$ cat config.mk
export PLATFORM = sky130hd
export DESIGN_NAME = modn_updn_counter
export DESIGN_NICKNAME = d
export VERILOG_FILES = /design/src/rtl/modn_updn_counter.sv
export SDC_FILE = /design/constraint.sdc
export NUM_CORES = 1
export LEC_CHECK = 0
export CAP_MARGIN = 20
export CORE_AREA = 2 2 39 41
export DETAILED_ROUTE_END_ITERATION = 10
export DIE_AREA = 0 0 41 43
export GPL_TIMING_DRIVEN = 0
export PLACE_DENSITY_LB_ADDON = 0.2
export SLEW_MARGIN = 20
export SYNTH_ARGS = -nofsm -noshare
export SYNTH_HDL_FRONTEND = slang
export SYNTH_SLANG_ARGS = --single-unit
$ cat constraint.sdc
create_clock -name CLK -period 1.73 [get_ports CLK]
set_input_delay 0.346 -clock CLK [delete_from_list [all_inputs] [get_ports CLK]]
set_output_delay 0.346 -clock CLK [all_outputs]
set_load 0.02 [all_outputs]
$ cat src/rtl/modn_updn_counter.sv
// Modulo-MODULUS up/down counter with sync clear, optional parallel load, chainable CO and sticky OVF.
// Define MODN_CNT_LOAD_EN to enable LD/D; otherwise those ports are accepted but ignored.
module modn_updn_counter #(
    parameter int WIDTH   = 4,
    parameter int MODULUS = 12
) (
    input  logic             CLK,
    input  logic             MR,
    input  logic             CLR,
    input  logic             LD,
    input  logic [WIDTH-1:0] D,
    input  logic             EN,
    input  logic             UP,
    output logic [WIDTH-1:0] Q,
    output logic             CO,
    output logic             OVF
);
    localparam logic [WIDTH-1:0] TOP   = WIDTH'(MODULUS - 1);
    localparam logic [WIDTH:0]   MOD_X = (WIDTH + 1)'(MODULUS);

    logic [WIDTH-1:0] q_q, q_d;
    logic             ovf_q, ovf_d;
    logic             load_act;
    logic [WIDTH-1:0] load_val;
    logic             in_range;
    logic             at_top;
    logic             at_zero;
    logic             wrap;

`ifdef MODN_CNT_LOAD_EN
    // Out-of-range load data saturates to the terminal count.
    assign load_act = LD;
    assign load_val = ({1'b0, D} >= MOD_X) ? TOP : D;
`else
    logic unused_load;
    assign unused_load = ^{LD, D};
    assign load_act    = 1'b0;
    assign load_val    = '0;
`endif

    assign in_range = ({1'b0, q_q} < MOD_X);
    assign at_top   = (q_q == TOP);
    assign at_zero  = (q_q == '0);

    always_comb begin
        q_d   = q_q;
        ovf_d = ovf_q;
        wrap  = 1'b0;
        if (CLR) begin
            q_d   = '0;
            ovf_d = 1'b0;
        end else if (load_act) begin
            q_d = load_val;
        end else if (EN) begin
            if (!in_range) begin
                q_d = '0;
            end else if (UP) begin
                if (at_top) begin
                    q_d  = '0;
                    wrap = 1'b1;
                end else begin
                    q_d = q_q + 1'b1;
                end
            end else begin
                if (at_zero) begin
                    q_d  = TOP;
                    wrap = 1'b1;
                end else begin
                    q_d = q_q - 1'b1;
                end
            end
            if (wrap) ovf_d = 1'b1;
        end
    end

    always_ff @(posedge CLK or negedge MR) begin
        if (!MR) begin
            q_q   <= '0;
            ovf_q <= 1'b0;
        end else begin
            q_q   <= q_d;
            ovf_q <= ovf_d;
        end
    end

    // CO is suppressed while a clear or load overrides counting, so a chained stage never steps spuriously.
    assign CO  = EN & ~CLR & ~load_act & (UP ? at_top : at_zero);
    assign Q   = q_q;
    assign OVF = ovf_q;

endmodule

; ---- Word-level counts from Yosys, hierarchy flattened
; Index checks and enable logic that the tools add are counted.
[op_classes]
addsub = 2
order_cmp = 1
eq_ne = 1
muxes = 16
n_bitwise = 3
n_reduce_logical = 4
[ops]
columns = op, count
row1 = $mux 4, 6
row2 = $mux 1, 10
row3 = $add 4x1->4 const B, 1
row4 = $eq 4x4->1 const B, 1
row5 = $logic_not 4->1, 1
row6 = $lt 4x4->1 const B, 1
row7 = $reduce_bool 2->1, 2
row8 = $sub 4x1->4 const B, 1
row9 = $and 1x1->1, 2
row10 = $reduce_and 2->1, 1
row11 = $not 1->1, 1
[word_totals]
regBits = 5
in_bits = 10
elab_cells = 29

; ---- Depth between registers and ports, before layout
[logic_depth]
word_depth = 9
ltp_mapped = 6

; ---- Least setup slack after synthesis
; Ideal clock, no wire load.
[synth_timing]
path_kind = reg2out
startpoint = register q_q[1] (netlist: Q[1])
endpoint = output CO
t_arrival_ns = 1.576
required_ns = 1.384
setup_slack_ns = -0.192
stages_incl_launch_ff = 6
n_path_buf = 0
cell_sequence = dfrtp_1 ha_1 and3_2 a31oi_1 or3b_1 nor2_1
[synth_between]
elab_chain_cells = 3
elab_cells_between_ends = 4
cone_classes = 1 x eq/ne / 1 x mux / 1 x bitwise / 1 x reduce/logical
[synth_lines]
columns = item, line
row1 = "start, declared", 21  ; logic [WIDTH-1:0] q_q, q_d;
row2 = "start signal, assigned", 81  ; q_q <= q_d;
row3 = $eq 4x4->1 or $logic_not 4->1 (tied branches), "42, 43"
row4 = $mux 1 (*), 87  ; assign CO = EN & ~CLR & ~load_act & (UP ? at_top : at_zero);
row5 = $and 1x1->1 (*), 87
row6 = "end, declared", 15  ; output logic CO,
; Every way passes the cells marked *; elsewhere a longest branch is shown, timed or not.

; ---- Worst setup path in the final report
[layout_timing]
startpoint = register q_q[0] (netlist: Q[0])
endpoint = output CO
; The elaborated chain is that of the path after synthesis.

==> reports/results.txt <==
Status -> finished with violations
Failing checks -> negative setup slack
Sequential fraction of the synthesis area -> 34.97%
Rel. slew slack -> 78.73%
Clk slew on worst S/H paths -> 0.04 ns
CTS tree -> done
Antenna Violating Nets Remaining -> 0
Critical path's slowest cell -> dfrtp_2
Flops & latches, synth -> 5
Ys Warns -> 0
Fmax -> 514.7 MHz
Hpwl dp -> 585.4 um
Finished Layout Cells -> 74
Routed WL -> 845 um
Overall Global Routing Usage -> 11.50%
CTS hold repair buffers -> 0
CP startpoint kind -> flip-flop
Die ar. -> 1763 um2
Max cap viols -> 0
Via count -> 352
Layout area overhead -> 50.00%
Final core occ -> 38.79%
Power density cells -> 729.6 nW/um2
Chip Height -> 43 um
RSZ-0062 raised after global routing -> true
Vias in the first global route -> 309
CTS sink cnt -> 5
# IOs -> 16
Post-placement cell area -> 467.9 um2
Commonest non-fill, non-tap cells in the layout -> 5 x clkdlybuf4s50_1, 4 x nand3_1, 4 x a21oi_1
Crit path cell chain -> ha_4, and3_2, a31oi_1, or3b_4, nor2_4, buf_6
Grt met1 use -> 16.67%
Place WS -> -0.5565 ns
Slew @ Worst Pin -> 0.3191 ns
Antenna diodes -> 0
Crit path capture type -> output port
Cell variety after synth -> 23
Clk_skew -> 0.005750 ns
Total CTS buffers -> 3
Slew Viols, Final -> 0
Met3 Resource Use GR -> 4.712%
CTS Root Buffer Type -> clkbuf_4
GR peak layer -> met1
LEAKAGE -> 0.2133 nW
Final Cycle Share -> 112.3%
Starting Density -> 25.86%
Row count -> 14
Placed Instances -> 68
Largest net degree at the start of global routing -> 10
Avg Vias per Cell -> 4.757
CTS H-Tree Depth -> 1
NumNets Final -> 71
Initial drt markers -> 6
Post-route cell area -> 536.8 um2
Met2 Usage GRT -> 15.94%
Hold Fails Final Rpt -> 0
R2R setup slack -> 0.26 ns
Share of layout cells above drive strength 1 -> 31.03%
Mapped Nets -> 56
Clock Path Buffers -> 2
Hold WC Path Type -> input port to async pin
Clk_lat worst skew -> 0.24 ns
DR pass1 iterations -> 4
Worst setup path class -> flip-flop to output port
Initial antenna violation count -> 0
Global-route wire length before repair -> 1386 um
Avg Synthesized Cell Area -> 8.133 um2
Peak supply drop -> 0.0006274 V
Commonest non-fill, non-tap cell in the layout -> clkdlybuf4s50_1
Crit-path max FO -> 4
Worst Slack Setup Final -> -0.2127 ns
IO buf count -> 8
Die width -> 41 um
TNS Setup -> -0.2127 ns
CP max stage delay -> 0.41 ns
Fin Hold WS -> 0.3231 ns
GP Congestion -> 0.7032
Remaining DRCs -> 0
Worst path required time -> 1.38 ns
WL/cell -> 11.42 um
Synth Instances -> 44
Fillers -> 141
Setup violators final -> 1
Total gr overflow -> 0
Tot Pwr -> 0.3916 mW
CP arrival -> 1.60 ns
Post-Syn Area -> 357.8 um2
Period minus WS final -> 1.943 ns
Core box area -> 1384 um2
area by class of cell:
class | count | area [um2] | share of cell area (%)
multi-input cells | 32 | 240.2 | 44.76
flip-flops and latches | 5 | 128.9 | 24.01
repair buffers | 10 | 93.84 | 17.48
clock buffers | 4 | 26.28 | 4.895
well taps | 16 | 20.02 | 3.730
inverters | 5 | 18.77 | 3.497
plain buffers | 2 | 8.758 | 1.632
kinds of logic after synthesis:
family,count (synthesis),synth area share [%]
xor+xnor,1,2.448
buf+inv,7,7.688
compound gates,12,20.63
simple gates,17,27.28
flops,5,34.97
fa+ha+maj,2,6.992
worst paths after layout:
kind | startpoint | end | cells after the start
hold reg to reg | OVF | OVF | 2
hold / removal | MR | Q[2] | 1
setup reg to reg | Q[1] | Q[3] | 4
max in group asynchronous | MR | Q[1] | 1
setup / recovery | Q[0] | CO | 6
min in group CLK | EN | Q[1] | 3
state kept, by name (all words and copies together), names as in the netlist:
name	cells
OVF	1
Q	4
critical path: cells and delay by family (launching register included):
| family | cells | cell delay (ns) |
|---|---|---|
| AO/OA/AOI/OAI | 1 | 0.04 |
| adder cells (fa/ha/maj) | 1 | 0.15 |
| buffers and inverters | 1 | 0.12 |
| flip-flops | 1 | 0.41 |
| AND/OR/NAND/NOR | 3 | 0.64 |
synthesized netlist by cell type, drive strengths merged:
library cell  count  share of area [%]
dfrtp             5                 35
inv               5                5.2
a21oi             4                5.6
nand3             4                5.6
nand2             3                3.1
o21ai             3                4.2
a31oi             2                3.5
ha                2                7.0
nand2b            2                3.5
nor2              2                2.1
a211o             1                2.4
a311oi            1                2.4
and2              1                1.7
and3              1                2.1
buf               1                1.4
clkbuf            1                1.0
nand3b            1                2.1
nand4b            1                2.4
o32ai             1                2.4
or3b              1                2.4
or4               1                2.1
xnor2             1                2.4
timing repair:
action / CTS / global route
hold endpoints to repair: 0 / 0
setup buffers: 2 / 0
pin swaps: 1 / 0
gates resized for setup: 15 / 1
endpoints found under the setup margin: 2 / 2
layer usage:
metal  vias up  wire [um]
met5         -          0
met4         0          0
met3         0         45
met2         7        407
met1       160        392
li1        185          -
where the power goes:
part           total [mW]  internal (mW)  switching [mW]
clock               0.135         0.0872          0.0476
combinational       0.114         0.0576          0.0568
sequential          0.142          0.127          0.0150
total               0.392          0.272           0.119
Note: power is estimated with default switching activity, not from simulation.
